## src/rtl/lsu_ctrl_pkg.sv

```systemverilog
// Shared definitions for the load/store control stage: size encodings,
// per-entry bookkeeping layout and the load alignment/extension function.
package lsu_defs;

  localparam int LSU_XLEN = 32;

  localparam logic [1:0] LSU_SZ_B = 2'b00;
  localparam logic [1:0] LSU_SZ_H = 2'b01;
  localparam logic [1:0] LSU_SZ_W = 2'b10;

  // Everything about an outstanding access except its tag and data.
  typedef struct packed {
    logic       read;
    logic [1:0] size;
    logic       usign;
    logic [1:0] lane;
  } lsu_meta_t;

  // Size 2'b11 falls through to the word case.
  function automatic logic [LSU_XLEN-1:0] lsu_extract(
    input logic [LSU_XLEN-1:0] rdata,
    input logic [1:0]          size,
    input logic [1:0]          lane,
    input logic                usign
  );
    logic [7:0]          b;
    logic [15:0]         h;
    logic [LSU_XLEN-1:0] res;
    b = rdata[8*lane +: 8];
    h = rdata[16*lane[1] +: 16];
    case (size)
      LSU_SZ_B: res = {{(LSU_XLEN-8){b[7] & ~usign}}, b};
      LSU_SZ_H: res = {{(LSU_XLEN-16){h[15] & ~usign}}, h};
      default:  res = rdata;
    endcase
    return res;
  endfunction

endpackage

```

## src/rtl/lsu_rsp_fifo.sv

```systemverilog
// In-order buffer of outstanding accesses; each entry is filled one cycle
// after its push and the head can be served straight from the fill data.
module lsu_rsp_fifo
  import lsu_defs::*;
#(
  parameter int DEPTH      = 2,
  parameter int ITAG_WIDTH = 1,
  parameter int XLEN       = 32,
  localparam int PW        = $clog2(DEPTH),
  localparam int CW        = $clog2(DEPTH + 1)
) (
  input  logic                  clk,
  input  logic                  rst,
  input  logic                  push,
  input  lsu_meta_t             push_meta,
  input  logic [ITAG_WIDTH-1:0] push_itag,
  input  logic                  pop,
  input  logic [XLEN-1:0]       fill_data,
  output logic [CW-1:0]         count,
  output logic                  head_valid,
  output lsu_meta_t             head_meta,
  output logic [ITAG_WIDTH-1:0] head_itag,
  output logic [XLEN-1:0]       head_data
);

  lsu_meta_t             meta_q [DEPTH];
  logic [ITAG_WIDTH-1:0] itag_q [DEPTH];
  logic [XLEN-1:0]       data_q [DEPTH];
  logic [DEPTH-1:0]      dvld_q;

  logic [PW-1:0] wr_ptr, rd_ptr, fill_ptr;
  logic          fill_pend;
  logic          head_fill;
  logic [CW-1:0] count_d;

  always_comb begin
    count_d = count;
    case ({push, pop})
      2'b10:   count_d = count + CW'(1);
      2'b01:   count_d = count - CW'(1);
      default: count_d = count;
    endcase
  end

  always_ff @(posedge clk) begin
    if (rst) begin
      wr_ptr    <= '0;
      rd_ptr    <= '0;
      fill_ptr  <= '0;
      fill_pend <= 1'b0;
      count     <= '0;
      dvld_q    <= '0;
    end else begin
      count     <= count_d;
      fill_pend <= push;
      if (push) begin
        wr_ptr         <= wr_ptr + PW'(1);
        fill_ptr       <= wr_ptr;
        dvld_q[wr_ptr] <= 1'b0;
      end
      if (pop) rd_ptr <= rd_ptr + PW'(1);
      // The fill slot is always the previous push, so it never collides with wr_ptr.
      if (fill_pend) dvld_q[fill_ptr] <= 1'b1;
    end
  end

  always_ff @(posedge clk) begin
    if (push) begin
      meta_q[wr_ptr] <= push_meta;
      itag_q[wr_ptr] <= push_itag;
    end
    if (fill_pend && meta_q[fill_ptr].read) data_q[fill_ptr] <= fill_data;
  end

  assign head_fill  = fill_pend && (fill_ptr == rd_ptr);
  assign head_valid = (count != '0) && (dvld_q[rd_ptr] || head_fill);
  assign head_meta  = meta_q[rd_ptr];
  assign head_itag  = itag_q[rd_ptr];
  assign head_data  = head_fill ? fill_data : data_q[rd_ptr];

endmodule

```

## src/rtl/lsu_ctrl.sv

```systemverilog
// Load/store control: drives the DTCM on command acceptance and returns
// store completions and extended load data strictly in issue order.
module lsu_ctrl
  import lsu_defs::*;
#(
  parameter int XLEN            = 32,
  parameter int DTCM_ADDR_WIDTH = 16,
  parameter int ITAG_WIDTH      = 1,
  parameter int OUTS_DEPTH      = 2
) (
  input  logic                         clk,
  input  logic                         rst,
  input  logic                         agu_cmd_valid,
  output logic                         agu_cmd_ready,
  input  logic [DTCM_ADDR_WIDTH-1:0]   agu_cmd_addr,
  input  logic                         agu_cmd_read,
  input  logic [ITAG_WIDTH-1:0]        agu_cmd_itag,
  input  logic [1:0]                   agu_cmd_size,
  input  logic                         agu_cmd_usign,
  input  logic [XLEN-1:0]              agu_cmd_wdata,
  input  logic [XLEN/8-1:0]            agu_cmd_wmask,
  output logic                         agu_rsp_valid,
  input  logic                         agu_rsp_ready,
  output logic                         lsu_wbck_o_valid,
  input  logic                         lsu_wbck_o_ready,
  output logic [XLEN-1:0]              lsu_wbck_o_data,
  output logic [ITAG_WIDTH-1:0]        lsu_wbck_o_itag,
  output logic                         dtcm_cs,
  output logic                         dtcm_we,
  output logic [DTCM_ADDR_WIDTH-3:0]   dtcm_addr,
  output logic [XLEN-1:0]              dtcm_wdata,
  output logic [XLEN/8-1:0]            dtcm_wmask,
  input  logic [XLEN-1:0]              dtcm_rdata
);

  localparam int CW = $clog2(OUTS_DEPTH + 1);

  // Handshakes: a transfer happens on a rising edge where valid && ready;
  // once raised, valid and its payload hold until that transfer.
  logic          issue;
  logic          pop;
  logic [CW-1:0] count;
  logic          head_valid;
  lsu_meta_t     head_meta;
  lsu_meta_t     push_meta;
  logic [XLEN-1:0] head_data;

  assign agu_cmd_ready = (count < CW'(OUTS_DEPTH));
  assign issue         = agu_cmd_valid && agu_cmd_ready;

  assign dtcm_cs    = issue;
  assign dtcm_we    = issue && !agu_cmd_read;
  assign dtcm_addr  = agu_cmd_addr[DTCM_ADDR_WIDTH-1:2];
  assign dtcm_wdata = agu_cmd_wdata;
  assign dtcm_wmask = agu_cmd_read ? '0 : agu_cmd_wmask;

  always_comb begin
    push_meta       = '0;
    push_meta.read  = agu_cmd_read;
    push_meta.size  = agu_cmd_size;
    push_meta.usign = agu_cmd_usign;
    push_meta.lane  = agu_cmd_addr[1:0];
  end

  lsu_rsp_fifo #(
    .DEPTH      (OUTS_DEPTH),
    .ITAG_WIDTH (ITAG_WIDTH),
    .XLEN       (XLEN)
  ) u_fifo (
    .clk        (clk),
    .rst        (rst),
    .push       (issue),
    .push_meta  (push_meta),
    .push_itag  (agu_cmd_itag),
    .pop        (pop),
    .fill_data  (dtcm_rdata),
    .count      (count),
    .head_valid (head_valid),
    .head_meta  (head_meta),
    .head_itag  (lsu_wbck_o_itag),
    .head_data  (head_data)
  );

  assign agu_rsp_valid    = head_valid && !head_meta.read;
  assign lsu_wbck_o_valid = head_valid && head_meta.read;
  assign lsu_wbck_o_data  = lsu_extract(head_data, head_meta.size, head_meta.lane, head_meta.usign);
  assign pop = (agu_rsp_valid && agu_rsp_ready) || (lsu_wbck_o_valid && lsu_wbck_o_ready);

endmodule

```

## config.mk

```make
export PLATFORM = sky130hd
export DESIGN_NAME = lsu_ctrl
export DESIGN_NICKNAME = d
export VERILOG_FILES = /design/src/rtl/lsu_ctrl_pkg.sv /design/src/rtl/lsu_rsp_fifo.sv /design/src/rtl/lsu_ctrl.sv
export SDC_FILE = /design/constraint.sdc
export NUM_CORES = 1
export LEC_CHECK = 0
export ABC_CLOCK_PERIOD_IN_PS = 4800
export CAP_MARGIN = 40
export CORE_MARGIN = 2
export CORE_UTILIZATION = 49
export CTS_BUF_LIST = sky130_fd_sc_hd__clkbuf_8
export DETAILED_ROUTE_END_ITERATION = 10
export GPL_ROUTABILITY_DRIVEN = 0
export PLACE_DENSITY = 0.87
export SLEW_MARGIN = 20
export SYNTH_ARGS = -nofsm -noshare
export SYNTH_HDL_FRONTEND = slang
export SYNTH_SLANG_ARGS = --single-unit
```

## constraint.sdc

```tcl
create_clock -name clk -period 4.8 [get_ports clk]
set_input_delay 0.96 -clock clk [delete_from_list [all_inputs] [get_ports clk]]
set_output_delay 0.96 -clock clk [all_outputs]
set_load 0.05 [all_outputs]
```

==> results of run 1 <==
## layer usage
metal  vias to the layer above  wire length (µm)  global-route usage
li1                       1439                 -                   -
met3                        34               760              0.0555
met2                       159              5100               0.341
met5                         -                 0                   0
met4                         0               260               0.100
met1                      1469              4140               0.262
## synthesized netlist by cell type, types with 2 or more instances
cell,n,share of area
o211ai_1,3,0.0049
nor2b_1,8,0.011
o21ai_1,10,0.011
dfxtp_1,10,0.044
buf_4,48,0.079
clkbuf_1,6,0.0049
nor3_1,2,0.0022
nor2_1,25,0.021
and2_1,2,0.0027
or2_2,2,0.0027
mux2_2,27,0.067
a21oi_1,33,0.036
o21ai_0,16,0.018
buf_2,6,0.0066
nand2_1,16,0.013
o221ai_1,8,0.015
inv_1,6,0.0049
xnor2_1,3,0.0058
a32oi_1,3,0.0058
edfxtp_1,78,0.51
buf_6,3,0.0074
nor4_1,2,0.0027
mux2i_1,31,0.068
a221oi_1,8,0.015
## layout make-up
| type | count | area [µm²] |
|---|---|---|
| flip-flops and latches | 88 | 2540 |
| clock buffers | 9 | 124 |
| clock inverters | 6 | 61.3 |
| multi-input cells | 213 | 1560 |
| well taps | 111 | 139 |
| inverters | 6 | 22.5 |
| repair buffers | 100 | 971 |
| fillers | 710 | 3730 |
## stage by stage
stage                     setup slack, ns  instances  area (µm²)  hold slack (ns)   util
after global placement              0.659        517        5230            0.446  0.571
after floorplan                      1.05        371        4570            0.436      -
final                               0.316        533        5420            0.477  0.592
after detailed placement            0.635        518        5230            0.461  0.572
after CTS                           0.319        533        5420            0.475  0.592
after global routing               0.0764        533        5420            0.486  0.592
## worst paths after layout
| check | slack [ns] | startpoint | endpoint |
|---|---|---|---|
| hold / removal | 0.48 | u_fifo.dvld_q[1] | u_fifo.dvld_q[1] |
| setup / recovery | 0.32 | register | lsu_wbck_o_data[23] |
| hold reg to reg | 0.48 | u_fifo.dvld_q[1] | u_fifo.dvld_q[1] |
| setup reg to reg | 2.32 | register | u_fifo.count[1] |
## worst max-delay path, stage by stage, from the launching register on
cell,delay (ns)
dfxtp_2,0.43
buf_4,0.34
mux2_2,0.47
a2111oi_0,0.57
a22oi_2,0.10
buf_4,0.21
o21ai_1,0.17
clkdlybuf4s50_1,0.87
## cell families (layout without fill, tap and decap cells)
family,after synthesis,count (layout),share of synthesized area
buf+inv,70,121,0.104
compound gates,86,86,0.120
flops,88,88,0.557
xor+xnor,5,5,0.0137
mux,60,60,0.142
simple gates,61,61,0.0611
fa+ha+maj,1,1,0.00274
## power by group
part	switching [µW]	internal [µW]	total, µW
Clock	252	236	488
Combinational	635	345	980
Sequential	25.3	885	910
## flip-flops by register name, summed over array words and instances, names as in the netlist, named ones only
| name | cells |
|---|---|
| u_fifo.count | 2 |
| u_fifo.data_q | 64 |
| u_fifo.dvld_q | 2 |
| u_fifo.fill_pend | 1 |
| u_fifo.fill_ptr | 1 |
| u_fifo.itag_q | 2 |
| u_fifo.meta_q | 12 |
| u_fifo.rd_ptr | 1 |
| u_fifo.wr_ptr | 1 |
==> impl_metrics.ini, run 1 <==
[run_status]
status = completed

[power]
p_per_area_nw_per_um2 = 439
vdd_ir_drop_max_mv = 0.191
p_leak_uw = 0.00183
total_power_uw = 2380

[cells_and_area]
mostFrequentLayoutCells = clkdlybuf4s50_1, edfxtp_1, a21oi_1
mostFrequentLayoutCell = clkdlybuf4s50_1
drive_above_1_share = 0.154
n_antenna_cell = 0
nets = 513
area_growth_pct = 18.6

[synth]
syn_area_um2 = 4570
synth_seq_cells = 88
synth_edf_count = 78
synthCells = 371
synthFlopType = edfxtp_1
yosysUniqueCellTypes = 39
syn-num-nets = 466
yosys_warnings = 0
avgSynthCellArea_um2 = 12.3
ys_seq_area_frac = 0.557
async_flop_share = 0

[cts]
ctsHoldBuffers = 0
ctsResizeCount = 0
cts_setup_buffers = 0
cts_made_buffers = 9
root_buffer = clkbuf_8
cts_tree = yes
clk_latency_ns = 0.36
htree_levels = 3
clock-sinks = 88
clock_path_buffers = 2
cts.clk_slew.worst_paths_ns = 0.08

[die]
dieArea_um2 = 10100
initial_core_util = 0.499
ioPinCount = 182
die_h_um = 101
die_x_um = 101
core_um2 = 9150
num_rows = 35

[critical_path]
cp_data_arrival_time_ns = 3.52
critPathRequiredTime_ns = 3.84
crit_type = reg -> out
rr_worst_depth = 7
crit_path_max_fanout = 20
critPathCaptureType = output pin
critPathLaunchType = register

[route]
vias = 3101
viasPerCell = 5.82
drt_iter0_drc = 201
drc = 0
drtAntennaViolNets = 0
wirelength_um = 10300
wire_per_inst_um = 19.3
first_pass_iters = 5

[sta]
setup_tns_ns = 0
worst_slew_pin_slew_ns = 0.571
slew_violations = 0
rsz0062_at_grt = no
max_slew_margin = 0.609
finalCritPeriodShare = 0.934
max_freq_mhz = 223
fin_crit_ns = 4.48
clock_skew_ns = 0.00822
finalSetupViolCount = 0
finalHoldViolations = 0

[global_route]
antenna_found_initial = 0
grt_pass1_vias = 3192
grt-ovfl-total = 0
grt_pass1_wl_um = 16000
grt_usage = 0.210
grt_start_max_net_pins = 33

[job]
cap_viol_max_count = 0

[place]
place_hpwl_um = 7340
portBuffers = 89

[hold_path]
whs_path_depth = 2
min_path_type = reg -> reg
(Power assumes the default switching activity.)
==> inputs of run 2 (changes only) <==
RECOVER_POWER = 25   (was not set)
==> impl_metrics.ini, run 2 (synthesized netlist as in run 1, its figures left out) <==
[global_route]
grt_pass1_vias = 3192
top_usage_layer = met2
grt-ovfl-total = 0
grt_usage = 0.210
grt_start_max_net_pins = 33
met2_usage = 0.341
grt_use_met1 = 0.262
grt_pass1_wl_um = 16000
grt_use_met3 = 0.0555
antenna_found_initial = 0

[run_status]
status = completed

[cells_and_area]
largestRegisters = u_fifo.data_q x64, u_fifo.meta_q x12
mostFrequentLayoutCell = edfxtp_1
drive_above_1_share = 0.154
n_antenna_cell = 0
area_growth_pct = 18.6
regMostFlops = u_fifo.data_q
largest_register_ff_count = 64
nets = 513
mostFrequentLayoutCells = edfxtp_1, clkdlybuf4s50_1, a21oi_1

[cts]
clk_latency_ns = 0.36
cts_tree = yes
cts.clk_slew.worst_paths_ns = 0.08
clock-sinks = 88
ctsResizeCount = 0
root_buffer = clkbuf_8
ctsHoldBuffers = 0
cts_made_buffers = 9
cts_setup_buffers = 0
clock_path_buffers = 2
htree_levels = 3

[critical_path]
cp_data_arrival_time_ns = 3.52
crit_type = reg -> out
slowest_delay_ns = 0.86
critPathLaunchType = register
crit_path_max_fanout = 20
path_common_cell = buf_4
slowest_stage = clkdlybuf4s50_1
path_cells = buf_4 > mux2_2 > a2111oi_0 > a22oi_2 > buf_4 > o21ai_1 > clkdlybuf4s50_1
r2r_slack_ns = 2.33
critPathCaptureType = output pin
critPathRequiredTime_ns = 3.84

[sta]
worst_slew_pin_slew_ns = 0.572
slew_violations = 0
max_freq_mhz = 223
finalSetupViolCount = 0
finalCritPeriodShare = 0.932
fin_crit_ns = 4.48
max_slew_margin = 0.609
clock_skew_ns = 0.00705
setup_ws_ns = 0.324
setup_tns_ns = 0
finalHoldViolations = 0
rsz0062_at_grt = no

[hold_path]
min_path_type = reg -> reg

[die]
die_x_um = 101
die_h_um = 101
initial_core_util = 0.499
ioPinCount = 182
core_um2 = 9150
num_rows = 35
dieArea_um2 = 10100

[route]
wire_per_inst_um = 19.3
first_pass_iters = 5
vias = 3109
viasPerCell = 5.83
drc = 0
wirelength_um = 10300
drtAntennaViolNets = 0
drt_iter0_drc = 218

[place]
place_hpwl_um = 7340
pre_cts_ws_ns = 0.635
portBuffers = 89

[power]
vdd_ir_drop_max_mv = 0.190
p_per_area_nw_per_um2 = 438
total_power_uw = 2370
p_leak_uw = 0.00183

[job]
cap_viol_max_count = 0
run 2: routing by layer:
metal / share of wire / vias up
met4: 0.023 / 0
met1: 0.39 / 1471
li1: - / 1437
met3: 0.083 / 32
met5: 0 / -
met2: 0.50 / 169
run 2: report_power, final:
| group | internal (µW) | leakage [µW] | switching [µW] |
|---|---|---|---|
| combinational | 340 | 0.000945 | 635 |
| clock | 236 | 0.0000948 | 252 |
| sequential | 885 | 0.000794 | 25.5 |
| total | 1460 | 0.00183 | 912 |
run 2: worst max-delay path: cells and delay by family (launching register included):
family | cells | cell delay (ns)
compound gates | 3 | 0.84
buf+inv | 3 | 1.42
flops | 1 | 0.43
mux | 1 | 0.47
run 2: final cells by class:
cell class	count	area [µm²]
Fill cell	710	3730
Multi-Input combinational cell	213	1560
Clock inverter	6	61.3
Tap cell	111	139
Clock buffer	9	124
Timing Repair Buffer	100	971
Sequential cell	88	2540
Inverter	6	22.5
run 2: path summary, 6_finish.rpt:
| kind | from | endpoint | cells past startpoint |
|---|---|---|---|
| hold / removal | u_fifo.dvld_q[1] | u_fifo.dvld_q[1] | 2 |
| hold reg to reg | u_fifo.dvld_q[1] | u_fifo.dvld_q[1] | 2 |
| setup reg to reg | register | u_fifo.count[1] | 7 |
| setup / recovery | register | lsu_wbck_o_data[23] | 7 |
run 2: stage by stage:
stage	hold slack, ns	instance area (µm²)	utilization	std cells
CTS	0.475	5420	0.592	533
global placement	0.446	5230	0.571	517
floorplan	0.436	4570	-	371
global route	0.486	5420	0.592	533
finish	0.477	5420	0.592	533
detailed placement	0.461	5230	0.572	518
==> inputs of run 3 (changes only) <==
SLEW_MARGIN = 30   (was 20)
==> impl_metrics.ini, run 3 (synthesized netlist as in run 1, its figures left out) <==
[run_status]
status = completed

[global_route]
grt_pass1_vias = 3109
grt_usage = 0.208
grt_pass1_wl_um = 16000
grt_start_max_net_pins = 33
antenna_found_initial = 0
grt-ovfl-total = 0

[route]
drc = 0
first_pass_iters = 5
wire_per_inst_um = 19.3
drt_iter0_drc = 217
viasPerCell = 5.92
vias = 3160
drtAntennaViolNets = 0
wirelength_um = 10300

[die]
num_rows = 35
die_x_um = 101
die_h_um = 101
ioPinCount = 182
dieArea_um2 = 10100
core_um2 = 9150
initial_core_util = 0.499

[cts]
root_buffer = clkbuf_8
cts.clk_slew.worst_paths_ns = 0.08
ctsResizeCount = 0
cts_tree = yes
clock_path_buffers = 2
ctsHoldBuffers = 0
cts_setup_buffers = 0
htree_levels = 3
clock-sinks = 88
clk_latency_ns = 0.36
cts_made_buffers = 9

[job]
cap_viol_max_count = 0

[hold_path]
min_path_type = reg -> reg
hold_start = u_fifo.dvld_q[1]

[cells_and_area]
fin_util = 0.593
mostFrequentLayoutCell = edfxtp_1
mostFrequentLayoutCells = edfxtp_1, clkdlybuf4s50_1, a21oi_1
largestRegisters = u_fifo.data_q x64, u_fifo.meta_q x12
nets = 513
regMostFlops = u_fifo.data_q
n_antenna_cell = 0
drive_above_1_share = 0.154
area_growth_pct = 18.9
final_area_um2 = 5430
largest_register_ff_count = 64

[critical_path]
slowest_delay_ns = 0.86
cp_data_arrival_time_ns = 3.51
critPathCaptureType = output pin
critPathLaunchType = register
crit_path_max_fanout = 20
path_cells = buf_4 > mux2_2 > a2111oi_0 > a22oi_2 > buf_4 > o21ai_1 > clkdlybuf4s50_1
critPathRequiredTime_ns = 3.84
path_common_cell = buf_4
slowest_stage = clkdlybuf4s50_1
cp.buffers_inverters = 3
critPathTopFamily = buffers and inverters
crit_type = reg -> out

[sta]
max_slew_margin = 0.604
setup_tns_ns = 0
fin_crit_ns = 4.47
worst_slew_pin_slew_ns = 0.579
rsz0062_at_grt = no
finalHoldViolations = 0
max_freq_mhz = 224
finalCritPeriodShare = 0.930
whs_ns = 0.479
clock_skew_ns = 0.00665
slew_violations = 0
finalSetupViolCount = 0

[place]
place_hpwl_um = 7370
dpl-instance-area_um2 = 5230
portBuffers = 89

[power]
vdd_ir_drop_max_mv = 0.227
total_power_uw = 2390
p_leak_uw = 0.00184
p_per_area_nw_per_um2 = 440
[run 3: area by class of cell]
type / count / area (µm²)
clock buffers: 9 / 124
clock inverters: 7 / 72.6
fillers: 717 / 3720
inverters: 6 / 22.5
multi-input cells: 213 / 1560
flip-flops and latches: 88 / 2540
well taps: 111 / 139
repair buffers: 100 / 971
[run 3: tightest hold or removal path, delay by kind of cell (launching register included)]
family	cells	cell delay, ns
flip-flops	1	0.32
AO/OA/AOI/OAI	1	0.06
AND/OR/NAND/NOR	1	0.06
[run 3: worst paths after layout]
path                         end  slack, ns  cells after the start
max          lsu_wbck_o_data[23]       0.33                      7
min             u_fifo.dvld_q[1]       0.48                      2
max reg2reg      u_fifo.count[1]       2.32                      7
min reg2reg     u_fifo.dvld_q[1]       0.48                      2
[run 3: metrics by stage]
step,instances,setup slack [ns]
floorplan,371,1.05
global placement,517,0.659
detailed placement,518,0.615
CTS,534,0.317
global route,534,0.0756
finish,534,0.334
[run 3: power breakdown]
group          switching [µW]  total, µW  internal [µW]
clock network             264        504            240
logic                     634        974            340
registers                25.2        910            885
[run 3: per-layer routing]
metal	share of wire	vias up	track usage	routed length, µm
met5	0	-	0	0
met3	0.089	35	0.0437	921
met4	0.025	0	0.0927	257
li1	-	1436	-	-
met1	0.38	1522	0.262	3930
met2	0.50	167	0.347	5190
